<file path="src/rtl/bottling_controller.sv">
// -----------------------------------------------------------------------------
// bottling_controller
//
// Sequences the pill-bottling datapath. It gates the pill generator through
// pill_disable and counts pills into the current bottle. When a bottle is
// full it runs a timed bottle swap. It stops once the configured number of
// bottles has been filled.
//
// Parameters
//   PILL_W       width of the pills-per-bottle setting and pill counter
//   BOTTLE_W     width of the bottle target and bottle counter
//   SWAP_CYCLES  clock cycles a bottle swap lasts (>= 1)
//
// Ports
//   clock                 in   system clock
//   reset                 in   asynchronous, active-high reset
//   start                 in   rising edge launches a run and latches config
//   pause                 in   level; holds filling while high
//   cfg_pills_per_bottle  in   pills per bottle
//   cfg_bottle_target     in   bottles per run
//   pill_pulse            in   pill generator output, one pill per rising edge
//   pill_disable          out  low only while filling
//   bottle_swap           out  high throughout the swap phase
//   pill_count            out  pills in the current bottle
//   bottle_count          out  bottles completed
//   spill_count           out  pills seen outside FILL, saturates at 255
//   busy                  out  high in FILL, SWAP and PAUSED
//   done                  out  high in DONE
//   config_error          out  set when a start is rejected
//   state_dbg             out  current FSM state (IDLE=0 FILL=1 SWAP=2
//                              PAUSED=3 DONE=4)
// -----------------------------------------------------------------------------
module bottling_controller #(
   parameter int PILL_W      = 8,
   parameter int BOTTLE_W    = 8,
   parameter int SWAP_CYCLES = 50000000
) (
   input  logic                clock,
   input  logic                reset,
   input  logic                start,
   input  logic                pause,
   input  logic [PILL_W-1:0]   cfg_pills_per_bottle,
   input  logic [BOTTLE_W-1:0] cfg_bottle_target,
   input  logic                pill_pulse,
   output logic                pill_disable,
   output logic                bottle_swap,
   output logic [PILL_W-1:0]   pill_count,
   output logic [BOTTLE_W-1:0] bottle_count,
   output logic [7:0]          spill_count,
   output logic                busy,
   output logic                done,
   output logic                config_error,
   output logic [2:0]          state_dbg
);

   localparam int TMR_W = (SWAP_CYCLES > 1) ? $clog2(SWAP_CYCLES) : 1;
   localparam logic [TMR_W-1:0] SWAP_LOAD = TMR_W'(SWAP_CYCLES - 1);

   typedef enum logic [2:0] {
      ST_IDLE   = 3'd0,
      ST_FILL   = 3'd1,
      ST_SWAP   = 3'd2,
      ST_PAUSED = 3'd3,
      ST_DONE   = 3'd4
   } state_t;

   state_t              state_q, state_d;

   // Input registers. The edge detectors look at the registered copy and at
   // its one-cycle-older value, so an event is seen one cycle after the
   // input rises.
   logic                start_in_q, start_prev_q;
   logic                pill_in_q, pill_prev_q;
   logic                start_evt, pill_evt;

   logic [PILL_W-1:0]   ppb_q, ppb_d;
   logic [BOTTLE_W-1:0] target_q, target_d;
   logic [PILL_W-1:0]   pill_count_q, pill_count_d;
   logic [BOTTLE_W-1:0] bottle_count_q, bottle_count_d;
   logic [7:0]          spill_count_q, spill_count_d;
   logic [TMR_W-1:0]    timer_q, timer_d;
   logic                config_error_q, config_error_d;
   logic                pill_disable_q, pill_disable_d;
   logic                bottle_swap_q, bottle_swap_d;
   logic                busy_q, busy_d;
   logic                done_q, done_d;

   logic [PILL_W-1:0]   pill_inc;
   logic [BOTTLE_W-1:0] bottle_inc;
   logic                completing;

   assign start_evt  = start_in_q & ~start_prev_q;
   assign pill_evt   = pill_in_q & ~pill_prev_q;
   assign pill_inc   = pill_count_q + PILL_W'(1);
   assign bottle_inc = bottle_count_q + BOTTLE_W'(1);

   // ---------------------------------------------------------------------
   // Next-state and datapath
   // ---------------------------------------------------------------------
   always_comb begin
      state_d        = state_q;
      ppb_d          = ppb_q;
      target_d       = target_q;
      pill_count_d   = pill_count_q;
      bottle_count_d = bottle_count_q;
      spill_count_d  = spill_count_q;
      timer_d        = timer_q;
      config_error_d = config_error_q;
      completing     = 1'b0;

      // Leakage from the generator outside FILL. An accepted start in the
      // same cycle clears the counter below and takes precedence.
      if (pill_evt && (state_q != ST_FILL) && (spill_count_q != 8'hFF)) begin
         spill_count_d = spill_count_q + 8'd1;
      end

      case (state_q)
         ST_IDLE, ST_DONE: begin
            if (start_evt) begin
               if ((cfg_pills_per_bottle == '0) || (cfg_bottle_target == '0)) begin
                  config_error_d = 1'b1;
               end else begin
                  ppb_d          = cfg_pills_per_bottle;
                  target_d       = cfg_bottle_target;
                  pill_count_d   = '0;
                  bottle_count_d = '0;
                  spill_count_d  = '0;
                  config_error_d = 1'b0;
                  state_d        = ST_FILL;
               end
            end
         end

         ST_FILL: begin
            if (pill_evt) begin
               pill_count_d = pill_inc;
               if (pill_inc == ppb_q) begin
                  completing     = 1'b1;
                  bottle_count_d = bottle_inc;
                  if (bottle_inc == target_q) begin
                     state_d = ST_DONE;
                  end else begin
                     state_d = ST_SWAP;
                     timer_d = SWAP_LOAD;
                  end
               end
            end
            // A completing bottle always goes to SWAP/DONE; pause is picked
            // up again at the end of the swap.
            if (!completing && pause) begin
               state_d = ST_PAUSED;
            end
         end

         ST_SWAP: begin
            if (timer_q == '0) begin
               pill_count_d = '0;
               state_d      = pause ? ST_PAUSED : ST_FILL;
            end else begin
               timer_d = timer_q - TMR_W'(1);
            end
         end

         ST_PAUSED: begin
            if (!pause) begin
               state_d = ST_FILL;
            end
         end

         default: begin
            state_d = ST_IDLE;
         end
      endcase

      // Outputs are registered copies of the next state's decode.
      pill_disable_d = (state_d != ST_FILL);
      bottle_swap_d  = (state_d == ST_SWAP);
      busy_d         = (state_d == ST_FILL) || (state_d == ST_SWAP) ||
                       (state_d == ST_PAUSED);
      done_d         = (state_d == ST_DONE);
   end

   // ---------------------------------------------------------------------
   // Registers
   // ---------------------------------------------------------------------
   always_ff @(posedge clock or posedge reset) begin
      if (reset) begin
         state_q        <= ST_IDLE;
         start_in_q     <= 1'b0;
         start_prev_q   <= 1'b0;
         pill_in_q      <= 1'b0;
         pill_prev_q    <= 1'b0;
         ppb_q          <= '0;
         target_q       <= '0;
         pill_count_q   <= '0;
         bottle_count_q <= '0;
         spill_count_q  <= '0;
         timer_q        <= '0;
         config_error_q <= 1'b0;
         pill_disable_q <= 1'b1;
         bottle_swap_q  <= 1'b0;
         busy_q         <= 1'b0;
         done_q         <= 1'b0;
      end else begin
         state_q        <= state_d;
         start_in_q     <= start;
         start_prev_q   <= start_in_q;
         pill_in_q      <= pill_pulse;
         pill_prev_q    <= pill_in_q;
         ppb_q          <= ppb_d;
         target_q       <= target_d;
         pill_count_q   <= pill_count_d;
         bottle_count_q <= bottle_count_d;
         spill_count_q  <= spill_count_d;
         timer_q        <= timer_d;
         config_error_q <= config_error_d;
         pill_disable_q <= pill_disable_d;
         bottle_swap_q  <= bottle_swap_d;
         busy_q         <= busy_d;
         done_q         <= done_d;
      end
   end

   assign pill_disable = pill_disable_q;
   assign bottle_swap  = bottle_swap_q;
   assign pill_count   = pill_count_q;
   assign bottle_count = bottle_count_q;
   assign spill_count  = spill_count_q;
   assign busy         = busy_q;
   assign done         = done_q;
   assign config_error = config_error_q;
   assign state_dbg    = state_q;

endmodule

</file>
<file path="config.mk">
export PLATFORM = sky130hd
export DESIGN_NAME = bottling_controller
export DESIGN_NICKNAME = d
export VERILOG_FILES = /design/src/rtl/bottling_controller.sv
export SDC_FILE = /design/constraint.sdc
export NUM_CORES = 1
export LEC_CHECK = 0
export BUFFER_PORTS_ARGS = -buffer_cell sky130_fd_sc_hd__buf_2
export CELL_PAD_IN_SITES_DETAIL_PLACEMENT = 0
export CELL_PAD_IN_SITES_GLOBAL_PLACEMENT = 1
export CORE_MARGIN = 4
export CORE_UTILIZATION = 40
export CTS_CLUSTER_SIZE = 24
export DETAILED_ROUTE_END_ITERATION = 12
export PLACE_DENSITY = 0.85
export SYNTH_ARGS = -nofsm -noshare
export SYNTH_HDL_FRONTEND = slang
export SYNTH_SLANG_ARGS = --single-unit
</file>
<file path="constraint.sdc">
create_clock -name clock -period 2.6 [get_ports clock]
set_clock_uncertainty 0.15 [all_clocks]
set_input_delay 0.13 -clock clock [delete_from_list [all_inputs] [get_ports clock]]
set_output_delay 0.13 -clock clock [all_outputs]
set_load 0.005 [all_outputs]
</file>
**After elaboration in Yosys (flattened, before gate mapping)**

Cells that the tools add are included.

- Shift-type cells: 0
- Reductions and logical operators: 20
- Multiplexer cells: 31
- Eq/ne operators: 20
- Multipliers: 0
- Bitwise logic cells: 5
- Add/sub/neg operators: 4
- $lt $le $gt $ge: 0
- Div/mod/pow operators: 0

Operators with widths:

| cell | count |
|---|---|
| $mux 26 | 4 |
| $mux 8 | 10 |
| $pmux 26 s2 | 1 |
| $logic_not 26->1 | 1 |
| $sub 26x1->26 const B | 1 |
| $add 8x1->8 const B | 3 |
| $mux 3 | 8 |
| $pmux 8 s3 | 1 |
| $eq 8x8->1 | 2 |
| $logic_not 8->1 | 2 |
| $pmux 8 s2 | 1 |
| $reduce_and 5->1 | 3 |
| $ne 2x2->1 const B | 7 |
| $eq 3x2->1 const B | 4 |
| $pmux 3 s4 | 1 |
| $ne 8x8->1 const B | 1 |
| $eq 3x1->1 const B | 2 |
| $eq 3x3->1 const B | 2 |
| $ne 3x1->1 const B | 2 |
| $mux 1 | 4 |
| $reduce_bool 2->1 | 2 |
| $logic_and 1x1->1 | 3 |
| $logic_not 3->1 | 1 |
| $logic_or 1x1->1 | 3 |
| other kinds (8) | 11 |

- Word-level logic and storage cells: 96
- Flip-flop bits (word level): 78
- RAM bits: 0
- Memories kept: 0
- Output and inout bits: 32
- Bits in read-only memories: 0
- Latch bits: 0

**Depth between registers and ports, before layout**

- Depth in word-level cells: 12
- Gate-level depth with buffers: 11

**Worst setup path after synthesis**

Ideal clock, no wire load.

- Kind: register to register
- Start point: register pill_count_q[0], in the netlist pill_count[0]
- End point: register timer_q[5]
- Period minus slack after synthesis: 2.746 ns
- Path buffers: 4
- Arrival time: 2.531 ns
- Setup time: 0.065 ns
- Setup slack: -0.146 ns
- Stages on the path, launching flop included: 12
- Required time: 2.385 ns
- Cell sequence: dfrtp_1 ha_1 and3_1 clkbuf_1 o211ai_1 a221o_1 or4_1 buf_2 or2_1 buf_6 buf_6 nand2_1

- Word-level cells in the longest chain between the ends: 4

Ends and longest elaborated chain:

| element | RTL line | source |
|---|---|---|
| from (decl) | 78 | `logic [PILL_W-1:0] pill_count_q, pill_count_d;` |
| from (signal assigned) | 212 | `pill_count_q <= pill_count_d;` |
| $add 8x1->8 | 94 | `assign pill_inc = pill_count_q + PILL_W'(1);` |
| $eq 8x8->1 | 137 | `if (pill_inc == ppb_q) begin` |
| $ne 2x2->1 (no source line) | -- |  |
| $reduce_and 5->1 (no source line) | -- |  |
| to (signal assigned) | 215 | `timer_q <= timer_d;` |
| to (decl) | 81 | `logic [TMR_W-1:0] timer_q, timer_d;` |

No other way between the ends.
A chain may end at the register's enable or synchronous reset.

**Final worst setup path**

- Start point: register state_q[2], in the netlist state_dbg[2]
- End point: register bottle_count_q[7], in the netlist bottle_count[7]

- Word-level cells in the longest chain between the ends: 4

Ends and longest elaborated chain:

| element | RTL line | source |
|---|---|---|
| from (decl) | 67 | `state_t state_q, state_d;` |
| from (signal assigned) | 205 | `state_q <= state_d;` |
| $eq 3x3->1 or $logic_not 3->1 (tied branches) | 117 | `case (state_q)` |
| $reduce_or 2->1 | 117 |  |
| $ne 2x2->1 (no source line) or $reduce_bool 2->1 (tied branches) | -- |  |
| $reduce_and 5->1 (no source line) | -- |  |
| to (signal assigned) | 213 | `bottle_count_q <= bottle_count_d;` |
| to (decl) | 79 | `logic [BOTTLE_W-1:0] bottle_count_q, bottle_count_d;` |

Parallel ways exist; a longest one is shown, timed or not.

==> results by group <==
Synthesis
  – Ys async rst share: 100.0%
  – Distinct cell type count after synthesis: 52
  – Seq/Total Area, Yosys: 48.05%
  – Yosys top cell by area: dfrtp_1
  – Synth Net Count: 456
  – Post-synthesis average cell area: 9.432 sq um
  – Top post-synthesis cells by area: dfrtp_1, nand2_1, xor2_1
  – Yosys top cell area share: 47.40%
  – Post-synth EDFFs: 0
  – Cell count after synthesis: 431
  – Most used DFF post-synth: dfrtp_1
  – Commonest cells post-synth: nand2_1, dfrtp_1, nor2_1
  – Most common cell in the netlist: nand2_1
  – Yosys warnings: 0
  – #FFs+latches synth: 78
  – Synth Cell Area: 4065 sq um

Timing
  – Final WS setup: -0.006669 ns
  – Max Transition Viols Final: 0
  – Final hold viol count: 0
  – Setup violations, final: 1
  – Maximum clock frequency: 383.6 MHz
  – Period minus WS final: 2.607 ns
  – Worst Tran Pin Value: 0.9350 ns
  – RSZ-0062 raised after global routing: yes
  – Slew HR: 37.67%
  – Tcrit/Tclk final: 100.3%

Cells and area
  – Layout Nets: 582
  – Layout cells sized above 1: 28.83%
  – Fill cells: 935
  – N_diodes: 0
  – Layout area overhead: 31.92%
  – Final instance area: 5363 sq um

Setup path
  – CP max FO: 7
  – Setup CP Type: reg2reg
  – RR Endpoint: bottle_count[7]$_DFFE_PP0P_
  – Worst Path Arrival: 2.69 ns
  – Reg-to-reg slack, setup: -0.007 ns
  – CP startpoint: state_dbg[2]$_DFF_PP0_
  – R2R Path Start: state_dbg[2]$_DFF_PP0_
  – CP required: 2.69 ns
  – CP Capture Type: flip-flop
  – Startpoint types: flip-flop
  – Worst reg2reg path depth: 6

Route
  – Detailed-route wire length: 10.14 mm
  – Initial DRC count: 116
  – Via count: 3530
  – Drt first pass iters: 4
  – Per-cell routed wire length: 14.58 microns
  – Via density: 5.079
  – Antenna viol nets, final: 0
  – Post-route DRC: 0

Min path
  – Hold Path Stages: 0
  – Worst hold path type: reg2reg
  – Hold path startpoint: pill_in_q$_DFF_PP0_
  – WHS Endpoint: pill_prev_q$_DFF_PP0_

Clocking
  – TritonCTS clock tree: done
  – H-tree depth: 3
  – Clk Latency, worst-skew pair: 0.36 ns
  – Clock buffer depth: 2
  – Cts bufs inserted: 9
  – Clock sinks: 78
  – Reg clk slew, reported paths: 0.09 ns
  – Root buffer cell: clkbuf_8

Run status
  – Status: finished with violations
  – Failing checks: negative setup slack

Placed design
  – Placed Area: 4825 sq um
  – RD Place Congestion: 0.8727
  – Buffers on Ports: 52
  – Post-DP HPWL: 7.114 mm

Die
  – Die W: 108.8 microns
  – Full die area: 11840 sq um
  – Row count: 36
  – Initial Util: 41.40%
  – Core ar.: 9819 sq um
  – Top Ports: 53
  – Die Span Y: 108.8 microns

GRT
  – Largest net degree at the start of global routing: 43
  – Vias in the first global route: 3604
  – First-pass GRT wire length: 17.17 mm
  – Gr usage total: 18.23%
  – Grt ovf: 0
  – Initial antenna violation count: 0

Power
  – Peak supply drop: 486.3 uV
  – Final Power: 4.697 mW
  – Leak: 2.516 nW
  – Pwr Density: 875.9 nW/um^2

Run
  – Max_cap viols: 0
-- metal layers --
| layer | track usage, % | share of wire (%) |
|---|---|---|
| met4 | 5.410 | 1.1 |
| met2 | 30.85 | 50 |
| met3 | 3.552 | 4.6 |
| met5 | 0 | 0 |
| met1 | 23.73 | 45 |
-- worst max-delay path, cell delays in order (launching register included) --
cell     delay (ns)
dfrtp_1        0.41
or3b_4         0.40
or4_4          0.50
or4_4          0.44
buf_6          0.16
mux2_2         0.26
a21o_1         0.17
-- metrics by stage --
stage / TNS [ns] / utilization, % / hold WS, ns / setup WS, ns / cells
after floorplan: -0.09482 / - / 0.01143 / -0.009724 / 431
after CTS: 0 / 53.47 / 0.2408 / 0.0006335 / 689
after global routing: -0.4780 / 54.61 / 0.2566 / -0.07030 / 695
after detailed placement: -0.2475 / 49.13 / 0.09091 / -0.06211 / 651
after global placement: -0.04318 / 49.13 / 0.09026 / -0.01532 / 651
final: -0.006669 / 54.61 / 0.2356 / -0.006669 / 695
-- final cells by class --
type / count / area, sq um / area share [%]
clock buffers: 10 / 127.6 / 2.380
clock inverters: 6 / 47.55 / 0.8866
inverters: 6 / 23.77 / 0.4433
multi-input cells: 331 / 2116 / 39.45
flip-flops and latches: 78 / 1958 / 36.51
well taps: 133 / 166.4 / 3.103
repair buffers: 131 / 923.4 / 17.22
-- layout by cell type, fill, tap and decap left out, types with 2 or more instances in the layout --
cell type,n
dlygate4sd3_1,20
a211oi_1,2
xnor2_2,3
nand4b_1,2
or3_1,4
clkinvlp_4,4
nand2_1,88
buf_4,56
a31oi_1,3
and3_1,3
nor3b_1,2
dfrtp_2,4
a221o_1,2
a21o_1,5
buf_2,52
o211ai_1,2
mux2_2,3
a21oi_1,2
xnor2_1,20
nor4_1,6
nor2b_1,6
clkbuf_8,9
o21ai_0,19
nand4_1,5
mux2i_1,3
xor2_1,26
buf_6,2
nand3b_1,7
dfrtp_1,73
nand3_1,19
inv_1,5
nand2b_1,3
nor2_1,39
ha_1,3
o31a_1,3
or4_4,5
nor4_2,2
and2_1,4
or4_1,4
nor3_1,10
-- logic make-up after synthesis --
kind of cell | after synthesis | share of synthesized area [%]
and+or+nand+nor | 223 | 26.96
muxes | 6 | 1.570
DFF | 78 | 48.05
xor gates and xnor gates | 50 | 11.14
AOI/OAI and AO/OA | 48 | 8.526
adders and majority gates | 4 | 1.231
buffers and inverters | 22 | 2.524
-- repair_timing --
action	4_1_cts	5_1_grt
pin swaps	1	5
buffers inserted	2	6
hold endpoints to repair	60	0
endpoints found under the setup margin	17	39
hold buffers	20	0
gates resized for setup	7	16
gates cloned	0	0
-- sequential cells by signal, indices dropped and copies added (netlist names) --
name          cells
config_error      1
target_q          8
bottle_swap       1
state_dbg         3
pill_disable      1
busy              1
done              1
start_prev_q      1
start_in_q        1
ppb_q             8
pill_in_q         1
spill_count       8
pill_prev_q       1
pill_count        8
timer_q          26
bottle_count      8
-- power by group --
group          leakage, nW  switching [mW]  internal, mW  total, mW
Clock               0.0751           0.477         0.352      0.828
Sequential           0.981           0.376          1.61       1.98
Combinational         1.46           0.917         0.969       1.89
Total                 2.52            1.77          2.93       4.70
-- worst max path at each step --
stage,end
2_1_floorplan,timer_q[5]$_DFFE_PP0P_
3_3_place_gp,bottle_count[7]$_DFFE_PP0P_
3_5_place_dp,bottle_count[6]$_DFFE_PP0P_
4_1_cts,bottle_count[7]$_DFFE_PP0P_
5_1_grt,bottle_count[7]$_DFFE_PP0P_
6_report,bottle_count[7]$_DFFE_PP0P_
Power figures use the tool's default switching activity.
